## config.mk

```make
export PLATFORM = sky130hd
export DESIGN_NAME = hdmi_mode_controller
export DESIGN_NICKNAME = d
export VERILOG_FILES = /design/src/rtl/hdmi_timing_pkg.sv /design/src/rtl/mode_request_sync.sv /design/src/rtl/hdmi_mode_controller.sv
export SDC_FILE = /design/constraint.sdc
export NUM_CORES = 1
export LEC_CHECK = 0
export CAP_MARGIN = 5
export CORE_MARGIN = 5
export CORE_UTILIZATION = 45
export DETAILED_ROUTE_END_ITERATION = 16
export PLACE_DENSITY = 0.81
export SLEW_MARGIN = 20
export SYNTH_ARGS = -nofsm -noshare
export SYNTH_HDL_FRONTEND = slang
export SYNTH_SLANG_ARGS = --single-unit
```

## constraint.sdc

```tcl
create_clock -name clock -period 2.45 [get_ports clock]
set_input_delay 0.245 -clock clock [delete_from_list [all_inputs] [get_ports clock]]
set_output_delay 0.245 -clock clock [all_outputs]
set_load 0.01 [all_outputs]
```

## src/rtl/hdmi_timing_pkg.sv

```systemverilog
// Mode codes, per-mode video timing constants and controller state encoding
// shared by the HDMI mode controller and its request synchronizer.
package hdmi_timing_pkg;

    localparam logic [1:0] MODE_480P    = 2'd0;
    localparam logic [1:0] MODE_768P    = 2'd1;
    localparam logic [1:0] MODE_1080P   = 2'd2;
    localparam logic [1:0] MODE_INVALID = 2'd3;

    localparam logic [11:0] H480_TOTAL  = 12'd800;
    localparam logic [11:0] H480_SYNC   = 12'd96;
    localparam logic [11:0] H480_BP     = 12'd48;
    localparam logic [11:0] H480_RES    = 12'd640;
    localparam logic [11:0] H480_FP     = 12'd16;
    localparam logic [11:0] V480_TOTAL  = 12'd525;
    localparam logic [11:0] V480_SYNC   = 12'd2;
    localparam logic [11:0] V480_BP     = 12'd33;
    localparam logic [11:0] V480_RES    = 12'd480;
    localparam logic [11:0] V480_FP     = 12'd10;

    localparam logic [11:0] H768_TOTAL  = 12'd1344;
    localparam logic [11:0] H768_SYNC   = 12'd136;
    localparam logic [11:0] H768_BP     = 12'd160;
    localparam logic [11:0] H768_RES    = 12'd1024;
    localparam logic [11:0] H768_FP     = 12'd24;
    localparam logic [11:0] V768_TOTAL  = 12'd806;
    localparam logic [11:0] V768_SYNC   = 12'd6;
    localparam logic [11:0] V768_BP     = 12'd29;
    localparam logic [11:0] V768_RES    = 12'd768;
    localparam logic [11:0] V768_FP     = 12'd3;

    localparam logic [11:0] H1080_TOTAL = 12'd2200;
    localparam logic [11:0] H1080_SYNC  = 12'd44;
    localparam logic [11:0] H1080_BP    = 12'd148;
    localparam logic [11:0] H1080_RES   = 12'd1920;
    localparam logic [11:0] H1080_FP    = 12'd88;
    localparam logic [11:0] V1080_TOTAL = 12'd1125;
    localparam logic [11:0] V1080_SYNC  = 12'd5;
    localparam logic [11:0] V1080_BP    = 12'd36;
    localparam logic [11:0] V1080_RES   = 12'd1080;
    localparam logic [11:0] V1080_FP    = 12'd4;

    typedef enum logic [1:0] {
        ST_LOAD,
        ST_WAIT_LOCK,
        ST_RUN,
        ST_DRAIN
    } state_t;

    typedef struct packed {
        logic [11:0] h_total;
        logic [11:0] h_sync;
        logic [11:0] h_bp;
        logic [11:0] h_res;
        logic [11:0] h_fp;
        logic [11:0] v_total;
        logic [11:0] v_sync;
        logic [11:0] v_bp;
        logic [11:0] v_res;
        logic [11:0] v_fp;
    } timing_t;

    function automatic timing_t mode_timing(input logic [1:0] mode);
        timing_t t;
        case (mode)
            MODE_768P: t = '{H768_TOTAL, H768_SYNC, H768_BP, H768_RES,
                             H768_FP, V768_TOTAL, V768_SYNC, V768_BP,
                             V768_RES, V768_FP};
            MODE_1080P: t = '{H1080_TOTAL, H1080_SYNC, H1080_BP,
                              H1080_RES, H1080_FP, V1080_TOTAL,
                              V1080_SYNC, V1080_BP, V1080_RES,
                              V1080_FP};
            default: t = '{H480_TOTAL, H480_SYNC, H480_BP, H480_RES,
                           H480_FP, V480_TOTAL, V480_SYNC, V480_BP,
                           V480_RES, V480_FP};
        endcase
        return t;
    endfunction

endpackage

```

## src/rtl/mode_request_sync.sv

```systemverilog
// Two-flop synchronizer and debounce for the mode switch; emits a single
// accepted pulse once the synchronized value has been stable long enough.
module mode_request_sync
    import hdmi_timing_pkg::*;
#(
    parameter int DEBOUNCE_CYCLES = 16
) (
    input  logic       i_clock,
    input  logic       i_reset,
    input  logic [1:0] i_switch,
    output logic       o_accept,
    output logic [1:0] o_mode
);

    localparam int CW = $clog2(DEBOUNCE_CYCLES + 1);
    localparam logic [CW-1:0] C_LAST = CW'(DEBOUNCE_CYCLES - 1);
    localparam logic [CW-1:0] C_FULL = CW'(DEBOUNCE_CYCLES);

    logic [1:0]    r_meta;
    logic [1:0]    r_sync;
    logic [1:0]    r_last;
    logic [CW-1:0] r_count;
    logic          r_accept;

    always_ff @(posedge i_clock or posedge i_reset) begin
        if (i_reset) begin
            r_meta   <= MODE_480P;
            r_sync   <= MODE_480P;
            r_last   <= MODE_480P;
            r_count  <= '0;
            r_accept <= 1'b0;
        end else begin
            r_meta   <= i_switch;
            r_sync   <= r_meta;
            r_accept <= 1'b0;
            if (r_sync != r_last) begin
                r_last  <= r_sync;
                r_count <= CW'(1);
            end else if (r_count != C_FULL) begin
                // Count saturates so a held value is accepted only once
                r_count  <= r_count + 1'b1;
                r_accept <= (r_count == C_LAST);
            end
        end
    end

    assign o_accept = r_accept;
    assign o_mode   = r_last;

endmodule

```

## src/rtl/hdmi_mode_controller.sv

```systemverilog
// Sequences the HDMI timing generator: mode selection, timing register load,
// PLL lock settling and frame-aligned mode changes.
module hdmi_mode_controller
    import hdmi_timing_pkg::*;
#(
    parameter int DEBOUNCE_CYCLES = 16,
    parameter int SETTLE_CYCLES   = 8,
    parameter int DRAIN_TIMEOUT   = 1048575,
    parameter int COUNT_WIDTH     = 20
) (
    input  logic        clock,
    input  logic        reset,
    input  logic [1:0]  switch,
    input  logic        pll_locked,
    input  logic        frame_end,
    output logic        start,
    output logic [1:0]  clock_select,
    output logic [11:0] hor_total,
    output logic [11:0] hor_sync_len,
    output logic [11:0] hor_back_porch,
    output logic [11:0] hor_resolution,
    output logic [11:0] hor_front_porch,
    output logic [11:0] ver_total,
    output logic [11:0] ver_sync_len,
    output logic [11:0] ver_back_porch,
    output logic [11:0] ver_resolution,
    output logic [11:0] ver_front_porch,
    output logic [1:0]  current_mode,
    output logic        busy
);

    localparam logic [COUNT_WIDTH-1:0] C_SETTLE_LAST =
        COUNT_WIDTH'(SETTLE_CYCLES - 1);
    localparam logic [COUNT_WIDTH-1:0] C_DRAIN_MAX =
        COUNT_WIDTH'(DRAIN_TIMEOUT);

    logic                   r_lock_meta;
    logic                   r_lock_sync;
    logic                   w_accept;
    logic [1:0]             w_accept_mode;
    logic [1:0]             w_target;
    logic [1:0]             w_ref_mode;
    state_t                 r_state;
    logic [COUNT_WIDTH-1:0] r_count;
    logic                   r_pending;
    logic [1:0]             r_pending_mode;
    logic [1:0]             r_mode;
    logic [1:0]             r_clock_select;
    timing_t                r_timing;
    logic                   r_start;
    logic                   r_busy;

    mode_request_sync #(
        .DEBOUNCE_CYCLES(DEBOUNCE_CYCLES)
    ) u_req (
        .i_clock (clock),
        .i_reset (reset),
        .i_switch(switch),
        .o_accept(w_accept),
        .o_mode  (w_accept_mode)
    );

    always_ff @(posedge clock or posedge reset) begin
        if (reset) begin
            r_lock_meta <= 1'b0;
            r_lock_sync <= 1'b0;
        end else begin
            r_lock_meta <= pll_locked;
            r_lock_sync <= r_lock_meta;
        end
    end

    assign w_target   = r_pending ? r_pending_mode : r_mode;
    // During LOAD the mode being installed is what a new request competes with
    assign w_ref_mode = (r_state == ST_LOAD) ? w_target : r_mode;

    always_ff @(posedge clock or posedge reset) begin
        if (reset) begin
            r_state        <= ST_LOAD;
            r_count        <= '0;
            r_pending      <= 1'b0;
            r_pending_mode <= MODE_480P;
            r_mode         <= MODE_480P;
            r_clock_select <= MODE_480P;
            r_timing       <= mode_timing(MODE_480P);
            r_start        <= 1'b0;
            r_busy         <= 1'b1;
        end else begin
            unique case (r_state)
                ST_LOAD: begin
                    r_timing       <= mode_timing(w_target);
                    r_clock_select <= w_target;
                    r_mode         <= w_target;
                    r_pending      <= 1'b0;
                    r_count        <= '0;
                    r_start        <= 1'b0;
                    r_busy         <= 1'b1;
                    r_state        <= ST_WAIT_LOCK;
                end
                ST_WAIT_LOCK: begin
                    if (!r_lock_sync) begin
                        r_count <= '0;
                    end else if (r_count == C_SETTLE_LAST) begin
                        r_start <= 1'b1;
                        r_busy  <= 1'b0;
                        r_state <= ST_RUN;
                    end else begin
                        r_count <= r_count + 1'b1;
                    end
                end
                ST_RUN: begin
                    if (!r_lock_sync) begin
                        r_count <= '0;
                        r_start <= 1'b0;
                        r_busy  <= 1'b1;
                        r_state <= ST_WAIT_LOCK;
                    end else if (r_pending) begin
                        r_count <= '0;
                        r_busy  <= 1'b1;
                        r_state <= ST_DRAIN;
                    end
                end
                ST_DRAIN: begin
                    if (!r_lock_sync || frame_end ||
                        r_count >= C_DRAIN_MAX) begin
                        r_start <= 1'b0;
                        r_state <= ST_LOAD;
                    end else begin
                        r_count <= r_count + 1'b1;
                    end
                end
                default: r_state <= ST_LOAD;
            endcase

            if (w_accept && w_accept_mode != MODE_INVALID) begin
                if (w_accept_mode == w_ref_mode) begin
                    r_pending <= 1'b0;
                end else begin
                    r_pending      <= 1'b1;
                    r_pending_mode <= w_accept_mode;
                end
            end
        end
    end

    assign start           = r_start;
    assign busy            = r_busy;
    assign current_mode    = r_mode;
    assign clock_select    = r_clock_select;
    assign hor_total       = r_timing.h_total;
    assign hor_sync_len    = r_timing.h_sync;
    assign hor_back_porch  = r_timing.h_bp;
    assign hor_resolution  = r_timing.h_res;
    assign hor_front_porch = r_timing.h_fp;
    assign ver_total       = r_timing.v_total;
    assign ver_sync_len    = r_timing.v_sync;
    assign ver_back_porch  = r_timing.v_bp;
    assign ver_resolution  = r_timing.v_res;
    assign ver_front_porch = r_timing.v_fp;

endmodule

```

After elaboration in Yosys (flattened, before gate mapping)
Index checks and enable logic that the tools add are counted.
W data, S select, Z words.
{ "word_totals": {"regBits": 165, "out_inout_bits": 126, "wordCells": 92} }
{ "classes": {"n_addsub": 2, "order_cmp": 1, "eq_ne": 18, "muxes": 32, "n_bitwise": 1, "reduce_logical": 13} }
{ "op_table": {"columns": ["op", "count"], "rows": [
  ["$pmux W120 S2", 1],
  ["$mux W20", 5],
  ["$pmux W20 S4", 1],
  ["$add A20 B1 Y20 const B", 1],
  ["$eq A20 B3 Y1 const B", 1],
  ["$ge A20 B20 Y1 const B", 1],
  ["$mux W2", 7],
  ["$mux W1", 13],
  ["$ne A2 B2 Y1 const B", 6],
  ["$reduce_and A4 Y1", 3],
  ["$mux W5", 2],
  ["$pmux W2 S4", 1],
  ["$eq A2 B2 Y1 const B", 3],
  ["$ne A3 B3 Y1 const B", 2],
  ["$add A5 B1 Y5 const B", 1],
  ["$eq A5 B4 Y1 const B", 1],
  ["$ne A5 B5 Y1 const B", 1],
  ["$eq A2 B1 Y1 const B", 2],
  ["$pmux W1 S4", 1],
  ["$reduce_bool A2 Y1", 2],
  ["$pmux W1 S3", 1],
  ["$reduce_and A3 Y1", 1],
  ["$reduce_bool A3 Y1", 1],
  ["$eq A2 B2 Y1", 1],
  ["other kinds (7)", 8]
]} }

Logic depth before layout (Yosys ltp)
{ "logic_depth": {"word_depth": 5, "mapped_depth": 9} }

Modules after synthesis
Synthesis repeated with hierarchy kept, for this count alone.
{ "unflattened": {"hier_cells": 389, "area_unflattened_um2": 3548.4} }
{ "modules_own_cells": {"columns": ["mod", "n_inst", "cells_per_inst", "area_per_inst_um2", "seq_area_each_um2"], "rows": [
  ["hdmi_mode_controller", 1, 351, 3067.9, 980.9],
  ["mode_request_sync", 1, 38, 480.5, 300.3]
]} }

Least setup slack after synthesis
OpenSTA, ideal clock, no wires.
{ "synth_timing": {"kind": "reg2reg", "start": "register r_count[0]", "end": "register r_count[3]", "setup_ns": 0.069, "t_arrival_ns": 1.829, "path_slack_ns": 0.552, "path_stages_with_launch": 9, "n_path_buf": 2, "path_cell_list": "dfrtp_1 ha_1 clkbuf_2 nor4bb_1 nand2_1 a2bb2o_4 buf_6 or4_1 nand3_1"} }
{ "synth_between": {"elab_chain_cells": 4, "elab_cells_between_ends": 11, "classes_between": "add/sub: 1; order compare: 1; eq/ne: 3; mux: 4; reduce/logical: 2"} }
{ "synth_rtl": {"columns": ["element", "line_no", "text"], "rows": [
  ["start, declared", "hdmi_mode_controller.sv:44", "logic [COUNT_WIDTH-1:0] r_count;"],
  ["start signal, assigned", "hdmi_mode_controller.sv:108", "r_count <= r_count + 1'b1;"],
  ["start signal, assigned", "hdmi_mode_controller.sv:129", "r_count <= r_count + 1'b1;"],
  ["$add A20 B1 Y20 / $ge A20 B20 Y1 (equally long branches)", "hdmi_mode_controller.sv:108, hdmi_mode_controller.sv:129, hdmi_mode_controller.sv:125", null],
  ["$mux W20 / $logic_or A1 B1 Y1 (equally long branches)", "hdmi_mode_controller.sv:103, hdmi_mode_controller.sv:124", null],
  ["$mux W20 / $ne A2 B2 Y1 (equally long branches)", null, null],
  ["$pmux W20 S4 / $reduce_and A3 Y1 (equally long branches)", null, null]
]} }
Parallel ways exist; a longest one is shown, timed or not. The select of a mux whose other input is x is not followed.
A chain may end at the register's enable or synchronous reset.

Worst setup path after layout
{ "layout_timing": {"start": "register r_count[0]", "end": "register r_count[15]"} }
Same word-level chain as after synthesis.

==> results.cfg <==
[timing]
timing.final.crit_share_pct = 83.4
fmax_mhz = 489
setup-tns-final_ns = 0
finalHoldViolations = 0
clock_skew_ns = 0.00604
maxSlewHeadroom_pct = 61.3
fin_ws_ns = 0.406
tightestPinTransition_ns = 0.581
holdWs_ns = 0.266
rsz0062_at_grt = no
setup_viol = 0
slew_violations = 0
fin_crit_ns = 2.04

[layout]
stdcell_area_mm2 = 0.00375
layout_common_cells = conb_1, clkdlybuf4s50_1, dfrtp_1, nand2_1, o21ai_0
multi_input_area_mm2 = 0.00153
mostFrequentLayoutCell = conb_1
fin_cells = 511
diodes = 0
drive_gt1_share_pct = 6.60
num-fill-cells = 724
final_nets = 422
area_growth_pct = 4.90
seq_area_mm2 = 0.00128

[place]
io_buffers = 63
dp.final_hpwl_mm = 5.21
place_ws_ns = 0.442
postPlaceCellArea_mm2 = 0.00366
gp_congestion = 0.881
placed_cells = 503

[clocking]
clock-sinks = 51
clk_pin_slew_worst_paths_ns = 0.09
ctsRootBufferMaster = clkbuf_8
post-cts-setup-buffer-count = 0
post_cts_resized = 0
htree_levels = 2
cts-buffers-inserted = 5
clk_latency_ns = 0.31
hold_buffers = 0
cts_tree = done
clk_path_buf_depth = 2

[logic_synthesis]
async_flop_share_pct = 100
yosys-top-cells-area = dfrtp_1, buf_4, nand2_1
syn-cell-area_mm2 = 0.00358
synth_cell_types = 52
synth-edff-count = 0
ys_seq_elements = 51
ys.flop_type = dfrtp_1
avgSynthCellArea_um2 = 8.99
synth_warnings = 0
yosysTopAreaCellShare_pct = 32.9
synth-seq-area-share_pct = 35.8
yosys.area.top_type = dfrtp_1
netlist_instances = 398

[route]
routed_wl_mm = 6.89
wl_per_cell_um = 13.5
top_layer = met4
dr.first_iter.drc_count = 178
antenna_left = 0
drc = 0
vias = 2597
drtPass1Iterations = 4
route.met2.wl_mm = 3.38
vias_per_cell = 5.08
wl_met3_um = 761
wl_met1_mm = 2.66

[worst_setup_path]
worstPathRequired_ns = 2.64
cp.arrival_ns = 2.23
worstSetupEndpointType = flop
critPathLaunchType = flop
path_max_fanout = 16
crit_type = flop to flop

[floorplanning]
start_util_pct = 46.3
die_y_um = 99.2
row_count = 32
die_w_um = 99.2
core_region_area_mm2 = 0.00773
die_area_mm2 = 0.00983
ioPinCount = 132

[global_routing]
antenna_found_initial = 0
overflow = 0
grt_first_pass_wirelength_mm = 11.3
grt_pass1_vias = 2419
grt_max_degree = 24
grt_use_total_pct = 13.7

[status]
outcome = finished, final reports clean

[pwr]
vdd.ir_drop.worst_mv = 0.237
p_leak_nw = 1.69
p_per_area_mw_per_mm2 = 595

[flow_run]
cap_violations = 0

[min_path]
hold_path_class = input port to asynchronous set/reset pin
[cells by family (layout without fill, tap and decap cells)]
family,after synthesis,after routing,synth area share [%]
other,2,68,0.210
AND/OR/NAND/NOR,107,107,16.6
XOR/XNOR,6,6,1.47
buffers and inverters,145,90,28.2
AO/OA/AOI/OAI,74,74,13.4
adder cells (fa/ha/maj),8,8,2.80
multiplexers,5,5,1.43
flip-flops,51,51,35.8
[power by group]
part / leakage, nW / switching (mW) / internal, mW
combinational: 0.983 / 0.326 / 0.384
clock: 0.0418 / 0.286 / 0.206
sequential: 0.661 / 0.102 / 0.930
total: 1.69 / 0.714 / 1.52
[per-stage QoR]
step,total power [mW],util [%]
2_1_floorplan,1.62,-
3_3_place_gp,1.74,47.4
3_5_place_dp,1.76,47.4
4_1_cts,2.26,48.6
5_1_grt,2.36,48.6
6_report,2.23,48.6
[area by class of cell]
cell class,count,area share (%)
Timing Repair Buffer,68,17.8
Inverter,14,1.40
Tap cell,102,3.40
Sequential cell,51,34.1
Clock inverter,2,0.433
Clock buffer,6,1.93
Multi-Input combinational cell,268,40.9
[synthesized netlist by cell type, types with 2 or more instances]
library cell	count
conb_1	2
mux2i_1	4
dfstp_2	4
or3_1	4
and3_1	5
a41oi_1	2
buf_4	117
inv_1	14
nor4_1	3
nand3_1	17
a21oi_1	12
clkbuf_2	2
nor2b_1	4
xnor2_1	5
nand4_1	7
a31oi_1	8
clkbuf_1	8
buf_6	3
o311ai_0	3
nand2_1	38
dfrtp_1	47
o21ai_0	26
nor2_1	9
ha_1	8
o211ai_1	13
nor3b_1	2
nor4b_1	2
nor3_1	5
[flip-flops by register name, summed over array words and instances (netlist names), 2 cells and up]
signal          cells
clock_select        2
current_mode        2
hor_sync_len        2
hor_total           4
r_count            20
r_pending_mode      2
r_state             2
u_req.o_mode        2
u_req.r_count       5
u_req.r_meta        2
u_req.r_sync        2
[metal layers]
layer	track usage, %	vias to the layer above
li1	-	1209
met5	0	-
met3	3.51	7
met1	16.1	1238
met2	24.0	143
met4	5.04	0
[worst paths after layout]
kind / start / to / slack [ns] / depth (start not counted)
min reg2reg: u_req.r_meta[0] / u_req.r_sync[0] / 0.36 / 0
max in group asynchronous: reset / hor_total[9] / 1.53 / 3
max reg2reg: r_count[0] / r_count[15] / 0.41 / 6
min in group clock: u_req.r_meta[0] / u_req.r_sync[0] / 0.36 / 0
max: r_count[0] / r_count[15] / 0.41 / 6
min: reset / u_req.r_meta[1] / 0.27 / 2
[worst max-delay path: stages, from the launching register on]
cell	delay (ns)
dfrtp_1	0.43
ha_1	0.32
nand4_1	0.21
nor3_4	0.35
a2bb2o_4	0.24
nand3_4	0.20
o311ai_0	0.18
Note: power is estimated with default switching activity, not from simulation.
